## src/rtl/id_ex_stage.sv

```systemverilog
// -----------------------------------------------------------------------------
// id_ex_stage : ID->EX pipeline register feeding the ALU.
//
// Latches one decoded instruction (single-entry valid/ready stage), resolves
// operand forwarding from the MEM and WB stages at capture time, selects
// PC/immediate operand sources, and keeps re-applying forwarding to a held
// instruction while EX is stalled. flush_i kills both the held and the
// incoming instruction.
//
// Ports:
//   clk_i, rst_n_i                   clock, async active-low reset
//   id_valid_i / id_ready_o          decode handshake
//   flush_i                          kill held + incoming instruction
//   pc_i, imm_i                      instruction PC / sign-extended immediate
//   rs1_*_i, rs2_*_i                 regfile read data and source addresses
//   rd_addr_i, rd_we_i               destination register / write enable
//   alu_op_i                         ALU operation
//   src1_is_pc_i, src2_is_imm_i      operand source selects
//   mem_fwd_*_i, wb_fwd_*_i          MEM / WB result bypass ports
//   ex_valid_o / ex_ready_i          EX handshake
//   alu_op1_o, alu_op2_o             ALU operands
//   alu_operation_o                  ALU operation
//   store_data_o                     forwarded rs2 value for stores
//   pc_o, rd_addr_o, rd_we_o         carried-along instruction fields
//
// Configuration macro:
//   ID_EX_PERF_EN  adds stall_cnt_o / flush_cnt_o 32-bit wrapping counters.
// -----------------------------------------------------------------------------

package id_ex_pkg;
  typedef enum logic [3:0] {
    ALU_ADD  = 4'd0,
    ALU_SUB  = 4'd1,
    ALU_AND  = 4'd2,
    ALU_OR   = 4'd3,
    ALU_XOR  = 4'd4,
    ALU_SLL  = 4'd5,
    ALU_SRL  = 4'd6,
    ALU_SRA  = 4'd7,
    ALU_SLT  = 4'd8,
    ALU_SLTU = 4'd9
  } alu_operation_t;
endpackage

module id_ex_stage
  import id_ex_pkg::*;
#(
  parameter int DWIDTH  = 32,
  parameter int RADDR_W = 5
) (
  input  logic                clk_i,
  input  logic                rst_n_i,
  input  logic                id_valid_i,
  output logic                id_ready_o,
  input  logic                flush_i,
  input  logic [DWIDTH-1:0]   pc_i,
  input  logic [DWIDTH-1:0]   imm_i,
  input  logic [DWIDTH-1:0]   rs1_data_i,
  input  logic [DWIDTH-1:0]   rs2_data_i,
  input  logic [RADDR_W-1:0]  rs1_addr_i,
  input  logic [RADDR_W-1:0]  rs2_addr_i,
  input  logic [RADDR_W-1:0]  rd_addr_i,
  input  logic                rd_we_i,
  input  alu_operation_t      alu_op_i,
  input  logic                src1_is_pc_i,
  input  logic                src2_is_imm_i,
  input  logic                mem_fwd_we_i,
  input  logic [RADDR_W-1:0]  mem_fwd_addr_i,
  input  logic [DWIDTH-1:0]   mem_fwd_data_i,
  input  logic                wb_fwd_we_i,
  input  logic [RADDR_W-1:0]  wb_fwd_addr_i,
  input  logic [DWIDTH-1:0]   wb_fwd_data_i,
  output logic                ex_valid_o,
  input  logic                ex_ready_i,
  output logic [DWIDTH-1:0]   alu_op1_o,
  output logic [DWIDTH-1:0]   alu_op2_o,
  output alu_operation_t      alu_operation_o,
  output logic [DWIDTH-1:0]   store_data_o,
  output logic [DWIDTH-1:0]   pc_o,
  output logic [RADDR_W-1:0]  rd_addr_o,
  output logic                rd_we_o
`ifdef ID_EX_PERF_EN
  ,
  output logic [31:0]         stall_cnt_o,
  output logic [31:0]         flush_cnt_o
`endif
);

  // Bypass resolution: MEM beats WB; x0 is never forwarded. When nothing
  // matches, the supplied fallback is returned (regfile data at capture,
  // the currently held value during a stall refresh).
  function automatic logic [DWIDTH-1:0] fwd_value(
    input logic [RADDR_W-1:0] addr,
    input logic [DWIDTH-1:0]  fallback,
    input logic               mem_we,
    input logic [RADDR_W-1:0] mem_addr,
    input logic [DWIDTH-1:0]  mem_data,
    input logic               wb_we,
    input logic [RADDR_W-1:0] wb_addr,
    input logic [DWIDTH-1:0]  wb_data
  );
    logic [DWIDTH-1:0] res;
    if (addr == {RADDR_W{1'b0}}) begin
      res = fallback;
    end else if (mem_we && (mem_addr == addr)) begin
      res = mem_data;
    end else if (wb_we && (wb_addr == addr)) begin
      res = wb_data;
    end else begin
      res = fallback;
    end
    return res;
  endfunction

  logic                valid_q, valid_d;
  logic [DWIDTH-1:0]   op1_q, op1_d;
  logic [DWIDTH-1:0]   op2_q, op2_d;
  logic [DWIDTH-1:0]   store_q, store_d;
  logic [DWIDTH-1:0]   pc_q, pc_d;
  logic [RADDR_W-1:0]  rd_addr_q, rd_addr_d;
  logic                rd_we_q, rd_we_d;
  alu_operation_t      alu_op_q, alu_op_d;
  logic [RADDR_W-1:0]  rs1_addr_q, rs1_addr_d;
  logic [RADDR_W-1:0]  rs2_addr_q, rs2_addr_d;
  // use flags: operand slot is sourced from a register (eligible for refresh)
  logic                use_rs1_q, use_rs1_d;
  logic                use_rs2_q, use_rs2_d;
  logic                accept_s;

  assign id_ready_o = ~valid_q | ex_ready_i;
  assign accept_s   = id_valid_i & id_ready_o;

  // Next-state selection: flush > accept > drain > hold-with-refresh.
  always_comb begin
    valid_d    = valid_q;
    op1_d      = op1_q;
    op2_d      = op2_q;
    store_d    = store_q;
    pc_d       = pc_q;
    rd_addr_d  = rd_addr_q;
    rd_we_d    = rd_we_q;
    alu_op_d   = alu_op_q;
    rs1_addr_d = rs1_addr_q;
    rs2_addr_d = rs2_addr_q;
    use_rs1_d  = use_rs1_q;
    use_rs2_d  = use_rs2_q;
    if (flush_i) begin
      valid_d = 1'b0;
      rd_we_d = 1'b0;
    end else if (accept_s) begin
      valid_d    = 1'b1;
      op1_d      = src1_is_pc_i ? pc_i :
                   fwd_value(rs1_addr_i, rs1_data_i, mem_fwd_we_i, mem_fwd_addr_i,
                             mem_fwd_data_i, wb_fwd_we_i, wb_fwd_addr_i, wb_fwd_data_i);
      store_d    = fwd_value(rs2_addr_i, rs2_data_i, mem_fwd_we_i, mem_fwd_addr_i,
                             mem_fwd_data_i, wb_fwd_we_i, wb_fwd_addr_i, wb_fwd_data_i);
      op2_d      = src2_is_imm_i ? imm_i : store_d;
      pc_d       = pc_i;
      rd_addr_d  = rd_addr_i;
      rd_we_d    = rd_we_i & (rd_addr_i != {RADDR_W{1'b0}});
      alu_op_d   = alu_op_i;
      rs1_addr_d = rs1_addr_i;
      rs2_addr_d = rs2_addr_i;
      use_rs1_d  = ~src1_is_pc_i;
      use_rs2_d  = ~src2_is_imm_i;
    end else if (valid_q && ex_ready_i) begin
      valid_d = 1'b0;
      rd_we_d = 1'b0;
    end else if (valid_q) begin
      // Stalled: pick up results that were still in flight at capture time.
      store_d = fwd_value(rs2_addr_q, store_q, mem_fwd_we_i, mem_fwd_addr_i,
                          mem_fwd_data_i, wb_fwd_we_i, wb_fwd_addr_i, wb_fwd_data_i);
      if (use_rs1_q) begin
        op1_d = fwd_value(rs1_addr_q, op1_q, mem_fwd_we_i, mem_fwd_addr_i,
                          mem_fwd_data_i, wb_fwd_we_i, wb_fwd_addr_i, wb_fwd_data_i);
      end else begin
        op1_d = op1_q;
      end
      if (use_rs2_q) begin
        op2_d = fwd_value(rs2_addr_q, op2_q, mem_fwd_we_i, mem_fwd_addr_i,
                          mem_fwd_data_i, wb_fwd_we_i, wb_fwd_addr_i, wb_fwd_data_i);
      end else begin
        op2_d = op2_q;
      end
    end else begin
      valid_d = 1'b0;
    end
  end

  // Stage state register.
  always_ff @(posedge clk_i or negedge rst_n_i) begin
    if (!rst_n_i) begin
      valid_q    <= 1'b0;
      op1_q      <= {DWIDTH{1'b0}};
      op2_q      <= {DWIDTH{1'b0}};
      store_q    <= {DWIDTH{1'b0}};
      pc_q       <= {DWIDTH{1'b0}};
      rd_addr_q  <= {RADDR_W{1'b0}};
      rd_we_q    <= 1'b0;
      alu_op_q   <= ALU_ADD;
      rs1_addr_q <= {RADDR_W{1'b0}};
      rs2_addr_q <= {RADDR_W{1'b0}};
      use_rs1_q  <= 1'b0;
      use_rs2_q  <= 1'b0;
    end else begin
      valid_q    <= valid_d;
      op1_q      <= op1_d;
      op2_q      <= op2_d;
      store_q    <= store_d;
      pc_q       <= pc_d;
      rd_addr_q  <= rd_addr_d;
      rd_we_q    <= rd_we_d;
      alu_op_q   <= alu_op_d;
      rs1_addr_q <= rs1_addr_d;
      rs2_addr_q <= rs2_addr_d;
      use_rs1_q  <= use_rs1_d;
      use_rs2_q  <= use_rs2_d;
    end
  end

  assign ex_valid_o      = valid_q;
  assign alu_op1_o       = op1_q;
  assign alu_op2_o       = op2_q;
  assign store_data_o    = store_q;
  assign pc_o            = pc_q;
  assign rd_addr_o       = rd_addr_q;
  assign rd_we_o         = rd_we_q;
  assign alu_operation_o = alu_op_q;

`ifdef ID_EX_PERF_EN
  logic [31:0] stall_cnt_q;
  logic [31:0] flush_cnt_q;

  // Performance counters; natural 32-bit wrap.
  always_ff @(posedge clk_i or negedge rst_n_i) begin
    if (!rst_n_i) begin
      stall_cnt_q <= 32'd0;
      flush_cnt_q <= 32'd0;
    end else begin
      if (valid_q && !ex_ready_i) begin
        stall_cnt_q <= stall_cnt_q + 32'd1;
      end else begin
        stall_cnt_q <= stall_cnt_q;
      end
      if (flush_i && valid_q) begin
        flush_cnt_q <= flush_cnt_q + 32'd1;
      end else begin
        flush_cnt_q <= flush_cnt_q;
      end
    end
  end

  assign stall_cnt_o = stall_cnt_q;
  assign flush_cnt_o = flush_cnt_q;
`endif

endmodule

```

## config.mk

```make
export PLATFORM = sky130hd
export DESIGN_NAME = id_ex_stage
export DESIGN_NICKNAME = d
export VERILOG_FILES = /design/src/rtl/id_ex_stage.sv
export SDC_FILE = /design/constraint.sdc
export NUM_CORES = 1
export LEC_CHECK = 0
export CAP_MARGIN = 20
export CORE_ASPECT_RATIO = 0.75
export CORE_MARGIN = 2
export CORE_UTILIZATION = 41
export CTS_CLUSTER_DIAMETER = 60
export DETAILED_ROUTE_END_ITERATION = 8
export PLACE_DENSITY = 0.75
export SLEW_MARGIN = 20
export SYNTH_ARGS = -nofsm -noshare
export SYNTH_HDL_FRONTEND = slang
export SYNTH_SLANG_ARGS = --single-unit
```

## constraint.sdc

```tcl
create_clock -name clk_i -period 2.5 [get_ports clk_i]
set_input_delay 0.625 -clock clk_i [delete_from_list [all_inputs] [get_ports clk_i]]
set_output_delay 0.625 -clock clk_i [all_outputs]
set_load 0.01 [all_outputs]
```

# [Yosys cells after proc, flatten, opt, wreduce, memory -nomap -nowiden]
# Cells that the tools add are included.
[op_classes] eq_ne=11 bitwise=7 reduce_logical=24 muxes=32
[ops] operator="32-bit two-way mux" n=25
[ops] operator="5-bit == test" n=8
[ops] operator="5-bit logical NOT" n=4
[ops] operator="6-bit AND reduction" n=2
[ops] operator="1-bit logical AND" n=9
[ops] operator="3-bit nonzero test" n=3
[ops] operator="1-bit two-way mux" n=7
[ops] operator="2-bit inequality test (second input constant)" n=3
[ops] operator="2-bit nonzero test" n=3
[ops] operator="5-bit AND reduction" n=1
[ops] operator="5-bit nonzero test" n=1
[ops] operator="1-bit NOT" n=4
[ops] operator="1-bit bitwise AND" n=2
[ops] operator="2-bit AND reduction" n=1
[ops] operator="1-bit bitwise OR" n=1
[word_totals] regBits=151 wordCells=86 inputBits=231

# [Longest topological paths before layout]
# Gate-level depths: netlist of run 1.
[logic_depth] ltp_word=9 ltp_mapped=10 depth_no_buf=7

# [Worst setup path before layout of run 1]
# OpenSTA, ideal clock, no wires.
[synth_path] path_kind="input port to flip-flop" startpoint="input port rs2_addr_i[0]" endpoint="register store_q[14] (netlist: store_data_o[14])" slack_ns=0.035 arrival_ns=2.400 n_path_buf=4 stages=10 required_time_ns=2.435 cell_sequence="buf_2 -> xnor2_1 -> nand4_1 -> or3_1 -> clkbuf_1 -> and2_1 -> buf_6 -> buf_4 -> a221oi_1 -> mux2_2"
[synth_via] elab_chain_cells=6 word_cells_on_any_way=9 classes_between="2 x eq/ne; 4 x mux; 3 x reduce/logical"
[synth_rtl] item="start: declaration" line_no="61" rtl="input logic [RADDR_W-1:0] rs2_addr_i,"
[synth_rtl] item="5-bit == test" line_no="107" rtl="end else if (wb_we && (wb_addr == addr)) begin"
[synth_rtl] item="1-bit logical AND" line_no="107"
[synth_rtl] item="32-bit two-way mux" line_no="107"
[synth_rtl] item="32-bit two-way mux" line_no="105" rtl="end else if (mem_we && (mem_addr == addr)) begin"
[synth_rtl] item="32-bit two-way mux *" line_no="103" rtl="if (addr == {RADDR_W{1'b0}}) begin"
[synth_rtl] item="32-bit two-way mux *" line_no="150" rtl="end else if (accept_s) begin"
[synth_rtl] item="end signal: assignment" line_no="196" rtl="store_q <= {DWIDTH{1'b0}};"
[synth_rtl] item="end signal: assignment" line_no="209" rtl="store_q <= store_d;"
[synth_rtl] item="end: declaration" line_no="118" rtl="logic [DWIDTH-1:0] store_q, store_d;"
# Mark *: on every way between the ends. The rest lies on a longest branch, timed or not.
# A chain may end at the register's enable or synchronous reset.

# [Worst setup path in the final report of run 1]
[layout_path] startpoint="input port rs2_addr_i[0]" endpoint="register op2_q[0] (netlist: alu_op2_o[0])"
[layout_via] elab_chain_cells=7 word_cells_on_any_way=10 classes_between="2 x eq/ne; 5 x mux; 3 x reduce/logical"
[layout_rtl] item="5-bit == test" line_no="107"
[layout_rtl] item="1-bit logical AND" line_no="107"
[layout_rtl] item="32-bit two-way mux" line_no="107"
[layout_rtl] item="32-bit two-way mux" line_no="105"
[layout_rtl] item="32-bit two-way mux *" line_no="103"
[layout_rtl] item="32-bit two-way mux *" line_no="157" rtl="op2_d = src2_is_imm_i ? imm_i : store_d;"
[layout_rtl] item="32-bit two-way mux *" line_no="150"
[layout_rtl] item="end signal: assignment" line_no="195" rtl="op2_q <= {DWIDTH{1'b0}};"
[layout_rtl] item="end signal: assignment" line_no="208" rtl="op2_q <= op2_d;"
[layout_rtl] item="end: declaration" line_no="117" rtl="logic [DWIDTH-1:0] op2_q, op2_d;"
# Marked as above.

==> results of run 1 <==
==> sequential cells by signal, summed over array words and instances (netlist names), 4 cells and up <==
register,cells
alu_operation_o,4
rs2_addr_q,5
alu_op2_o,32
rd_addr_o,5
store_data_o,32
pc_o,32
alu_op1_o,32
rs1_addr_q,5
==> worst paths after layout <==
check                                                 end  cells after the start                       from  slack [ns]
max                              alu_op2_o[0]$_DFFE_PN0P_                     11              rs2_addr_i[0]        0.01
min                        alu_operation_o[3]$_DFFE_PN0P_                      1                    rst_n_i        0.19
max reg2reg                     alu_op1_o[19]$_DFFE_PN0P_                      7  rs1_addr_q[2]$_DFFE_PN0P_        0.11
min reg2reg                          pc_o[27]$_DFFE_PN0P_                      2       pc_o[27]$_DFFE_PN0P_        0.48
max in group asynchronous       alu_op2_o[17]$_DFFE_PN0P_                      2                    rst_n_i        1.66
min in group clk_i                   pc_o[27]$_DFFE_PN0P_                      2       pc_o[27]$_DFFE_PN0P_        0.48
==> timing repair <==
item	in CTS	in global routing
endpoints found under the setup margin	97	92
pin swaps	12	14
gates resized for setup	55	41
gates cloned	2	3
setup buffers	7	4
hold buffers	0	0
==> per-stage QoR <==
stage / setup TNS, ns / utilization (%)
finish: 0 / 66.66
global route: -1.086 / 66.66
CTS: 0 / 65.51
detailed placement: -63.33 / 62.04
global placement: -54.70 / 62.04
floorplan: 0 / -
==> critical path, delay by kind of cell <==
kind            cells  cell delay, ns
compound gates      2            0.32
xor+xnor            1            0.12
buf+inv             6            1.41
simple gates        2            0.38
==> cell usage in the layout (no fill, tap or decap), types with 24 or more instances in the layout <==
master and n:
o221ai_1 32, inv_1 49, mux2i_1 74, a21oi_1 58
o2111ai_1 25, buf_4 69, o21ai_0 42, a31oi_1 32
o22ai_1 32, and2_1 32, mux2_2 26, a211o_1 41
dfrtp_1 151, a22o_1 24, nand2_1 178, a311o_1 24
nand2b_1 24, clkdlybuf4s50_1 351, o22a_1 24
==> per-layer routing <==
layer | part of all wire, % | vias up | wire [microns]
li1 | - | 5130 | -
met1 | 39 | 5721 | 18450
met2 | 46 | 794 | 21720
met3 | 12 | 139 | 5443
met4 | 3.4 | 4 | 1621
met5 | 0.051 | - | 24
==> layout make-up <==
class                      instances  area [sq um]
clock buffer                      19         432.9
timing repair buffer             482          4970
clock inverter                    13         121.4
sequential                       151          3779
tap                              331         414.1
inverter                          51         195.2
multi-input combinational        852          6232
fill                            1943          8073
==> kinds of logic after synthesis <==
kind of cell	count (synthesis)	share of synthesized area (%)
flip-flops	151	37.01
XOR/XNOR	40	3.431
AO/OA/AOI/OAI	386	28.10
AND/OR/NAND/NOR	313	14.07
multiplexers	112	11.37
buffers and inverters	148	6.029
==> report_power, final <==
group	internal, mW	switching, mW	total (mW)
Clock	1.38	1.19	2.58
Combinational	1.78	1.45	3.24
Sequential	2.88	0.313	3.19
Total	6.05	2.96	9.01
==> run summary, run 1 <==
Status: finished clean
Fin nets: 1,786
Required @ worst endpoint: 2.87 ns
Synth unique cells: 49
CP Max Fanout: 12
Cell taking the most area after synthesis: dfrtp_1
Hold Violations, Final: 0
Final instance area: 16,140 sq um
Post-place setup slack: -0.6763 ns
Vias in the first global route: 11,730
Routed WL per cell: 24.89 microns
GP Congestion: 0.9159
Gr ovfl total: 0
TritonCTS clock tree: built
Max-Cap Viols: 0
Setup crit start kind: primary input
Synth top area cells: dfrtp_1 37%, mux2i_1 7.8%, nand2_1 6.6%, mux2_2 3.5%, a211o_1 3.5%
Routed WL: 47,260 microns
Dpl cell area: 15,020 sq um
DRC: 0
Final non-filler cell total: 1,899
Met2 Use GR: 55.37%
Synth cell count leaders: 179 x nand2_1, 151 x dfrtp_1, 80 x mux2i_1
GRT Total Usage: 34.42%
Largest net degree at the start of global routing: 62
Kind of critical path: primary input to register
CORE AREA: 24,220 sq um
Synth Warn #: 0
Cell count after synthesis: 1,150
Slowest stage delay, CP: 0.55 ns
Initial antenna violation count: 2
CP dominant cell by count: buf_4
Post-synth EDFFs: 0
Cell area after synthesis: 10,210 sq um
Leak pwr: 6.654 nW
Period Utilization, post-route: 99.40%
Starting density of the core: 42.16%
Post-detailed-placement half-perimeter wirelength: 32,410 microns
Worst hold path class: primary input to asynchronous set/reset pin
Met1 usage: 44.22%
# rows: 49
Setup Skew: 0.01999 ns
Slowest-stage cell, CP: clkdlybuf4s50_1
Net count after synthesis: 1,381
GRT met3 Usage: 9.636%
Synth Flop Type: dfrtp_1
Clock transition at path regs: 0.07 ns
Ys async rst share: 100.0%
Total number of vias: 11,790
Slew Viols, Final: 0
Htree depth: 4
Post-synthesis register bit count: 151
Min Tclk post-route: 2.485 ns
Max IR drop VDD: 0.4588 mV
CTS Root Cell: clkbuf_16
CP cell instances: clkdlybuf4s50_1 > buf_6 > xnor2_1 > nand4_1 > buf_4 > buf_4 > nor4_4 > buf_4 > buf_6 > a311o_1 > o22a_1
Final WS setup: 0.01496 ns
Total CTS buffers: 17
Hold_ws: 0.1949 ns
Die area: 26,200 sq um
Cells after DPL: 1,852
Chip Width: 186.2 microns
Overall Power: 9.008 mW
Top-count cell post-synth: nand2_1
1st-iter DRT viols: 1,056
Pwr dens: 558.0 nW/um^2
First-pass GRT wire length: 69,040 microns
Die Ht: 140.7 microns
Drt pass-1 iters: 6
Clk sinks: 151
Diode count: 0
Sequential fraction of the synthesis area: 37.01%
Crit path DAT: 2.85 ns
Global route hottest layer: met2
Port Buffer Count: 370
Slew headroom: 53.24%
Mean Syn Cell Area: 8.879 sq um
Layout area overhead: 58.11%
Clock Path Buffers: 2
Worst-Skew Late Latency: 0.44 ns
Fmax: 0.4024 GHz
Layout cells sized above 1: 15.18%
Final Setup Violations: 0
Yosys top cell area share: 37.01%
Via density: 6.207
Critical Path Sink Type: register
Ports: 371
Routed Antenna Nets: 0
Worst-Margin Slew: 0.6998 ns
(Power assumes the default switching activity.)
==> run 2, diff against run 1 <==
- ABC_CLOCK_PERIOD_IN_PS: default -> 2890
- CORE_UTILIZATION: 41 -> 49
- PLACE_DENSITY: 0.75 -> 0.88
- clock period: 2.5 -> 2.89 ns (I/O delays scaled with it)
==> run 2 against run 1 <==
Combinational power shrank 17%; global-route usage grew 6.1 points; first-iteration DRC count grew 66%; critical path depth shrank 2; critical path type unchanged.
==> run summary, run 2 (same netlist as run 1, synthesis figures left out) <==
Status: finished clean
Worst path bufs/invs: 3 (-3)
Worst-Skew Late Latency: 0.43 ns (about the same)
Setup_tns: 0 ns (unchanged)
Hold Violations, Final: 0 (unchanged)
CP Max Fanout: 21 (+9)
Drt pass-1 iters: 6 (unchanged)
Gr ovfl total: 0 (unchanged)
GRT Total Usage: 40.47% (+6.1 points)
Slew Viols, Final: 0 (unchanged)
Clk pwr share: 30.1% (+1.5 points)
CP cell instances: clkdlybuf4s50_1 > buf_4 > xor2_1 > nor4_1 > and3_2 > buf_12 > mux2i_1 > a21oi_1 > a211o_1
Clock transition at path regs: 0.07 ns (about the same)
Dpl cell area: 14,910 sq um (-0.77%)
Layout cells sized above 1: 12.45% (-2.7 points)
Worst-Margin Slew: 0.9248 ns (+0.2250 ns)
Min Tclk post-route: 2.888 ns
Kind of critical path: primary input to register
Routed Antenna Nets: 0 (unchanged)
Chip Width: 170.7 microns (-8.3%)
Setup Skew: 0.01047 ns (-0.009517 ns)
Max-Cap Viols: 0 (unchanged)
Layout area overhead: 52.44%
Hold_ws: 0.2608 ns (+0.06581 ns)
Period Utilization, post-route: 99.92%
Fmax: 0.3463 GHz
GRT met3 Usage: 9.835% (+0.20 points)
Seq pwr share: 35.5% (about the same)
Met1 usage: 52.18% (+8.0 points)
Switching Fraction: 31.92% (-0.93 points)
Die Ht: 129.0 microns (-8.3%)
Port Buffer Count: 370 (unchanged)
Slowest-stage cell, CP: clkdlybuf4s50_1
CTS Root Cell: clkbuf_16
Post-place setup slack: -0.4288 ns (+0.2475 ns)
Fin nets: 1,776 (-0.56%)
Crit path DAT: 3.19 ns (+0.34 ns)
Vias in the first global route: 12,190 (+3.9%)
Via density: 6.615 (+6.6%)
Largest net degree at the start of global routing: 87 (+40%)
Worst hold path class: primary input to asynchronous set/reset pin
Slowest stage delay, CP: 0.52 ns (-0.03 ns)
Total number of vias: 12,190 (+3.4%)
Routed WL per cell: 24.44 microns (-1.8%)
Routed WL: 45,040 microns (-4.7%)
Post-layout util: 76.58% (+9.9 points)
Area of the multi-input gates: 5927 sq um (-4.9%)
Reg area: 3779 sq um (unchanged)
CORE AREA: 20,330 sq um (-16%)
Clock Path Buffers: 2 (unchanged)
Internal Power: 5.335 mW (-12%)
Met2 Use GR: 63.87% (+8.5 points)
Post-detailed-placement half-perimeter wirelength: 32,320 microns (-0.28%)
TritonCTS clock tree: built
RSZ-0062 raised after global routing: true
DRC: 0 (unchanged)
Combinational power share: 34.4% (-1.5 points)
GP Congestion: 0.9730 (+6.2%)
Setup crit start kind: primary input
1st-iter DRT viols: 1,753 (+66%)
Final instance area: 15,570 sq um (-3.6%)
Final WS setup: 0.002345 ns (-0.01262 ns)
Starting density of the core: 50.24% (+8.1 points)
Global route hottest layer: met2
WP depth: 9 (-2)
Ports: 371 (unchanged)
Most frequent cells in the layout: 367 x clkdlybuf4s50_1, 179 x nand2_1, 151 x dfrtp_1
Max IR drop VDD: 0.2887 mV (-37%)
CTS Hold Buffers Added: 0 (unchanged)
# fillers: 1,414 (-27%)
Final Setup Violations: 0 (unchanged)
Critical Path Sink Type: register
Switching pwr: 2.501 mW (-15%)
Cells after DPL: 1,807 (-2.4%)
# rows: 45 (-8.2%)
Total CTS buffers: 17 (unchanged)
Reg2reg path depth: 7 (unchanged)
Pwr dens: 503.4 nW/um^2 (-9.8%)
Initial antenna violation count: 4 (+2)
Die area: 22,020 sq um (-16%)
Overall Power: 7.837 mW (-13%)
Htree depth: 4 (unchanged)
Slew headroom: 38.28% (-15 points)
Commonest non-fill, non-tap cell in the layout: clkdlybuf4s50_1
Required @ worst endpoint: 3.20 ns (+0.33 ns)
Final non-filler cell total: 1,843 (-2.9%)
Reg-to-reg slack, setup: 0.49 ns (+0.38 ns)
Leak pwr: 6.403 nW (-3.8%)
Crit path max-delay family: buffers and inverters
Clk sinks: 151 (unchanged)
First-pass GRT wire length: 68,300 microns (-1.1%)
-- run 2: cell count changes in the layout (fill, tap and decap cells not counted), sizes merged, moves of 2 or more --
cell           previous run  this run
dlygate4sd2              13         1
diode                     0         3
dlymetal6s2s              5         1
clkdlybuf4s50           351       367
buf                     110       104
clkinvlp                  6         4
-- run 2: final cells by class --
type	instances	share of cell area, %
Clock buffer	20	2.998
Tap cell	282	2.267
Inverter	51	1.238
Timing Repair Buffer	473	30.19
Clock inverter	12	0.9083
Multi-Input combinational cell	851	38.08
Antenna cell	3	0.04823
Sequential cell	151	24.27
-- run 2: worst paths after layout --
path | from | end
setup / recovery | wb_fwd_addr_i[0] | alu_op1_o[3]$_DFFE_PN0P_
hold / removal | rst_n_i | use_rs1_q$_DFFE_PN0P_
setup reg to reg | rs1_addr_q[2]$_DFFE_PN0P_ | alu_op1_o[3]$_DFFE_PN0P_
hold reg to reg | pc_o[29]$_DFFE_PN0P_ | pc_o[29]$_DFFE_PN0P_
max in group asynchronous | rst_n_i | alu_op2_o[13]$_DFFE_PN0P_
min in group clk_i | pc_o[29]$_DFFE_PN0P_ | pc_o[29]$_DFFE_PN0P_
-- run 2: power by group through the flow --
stage                     sequential (mW)  combinational (mW)  clock [mW]
after global placement               2.79                2.58           0
after global routing                 2.81                2.85        2.46
final                                2.78                2.70        2.36
after floorplan                      2.91               0.862           0
after detailed placement             2.80                2.65           0
after CTS                            2.77                2.66        2.36
-- run 2: what timing repair did --
action,in CTS,in global routing
resized for setup,2,7
pin swaps,0,2
endpoints found under the setup margin,5,26
buffers inserted,0,1
-- run 2: routing by layer --
metal / wire [microns] / up-vias
met5: 14 / -
met4: 2244 / 2
met3: 5881 / 204
li1: - / 5108
met2: 20330 / 1043
met1: 16570 / 5835
==> run 3, diff against run 2 <==
- TNS_END_PERCENT: default -> 20
==> results of run 3 <==
The final DEF is identical to that of run 2; final timing and power are the same.
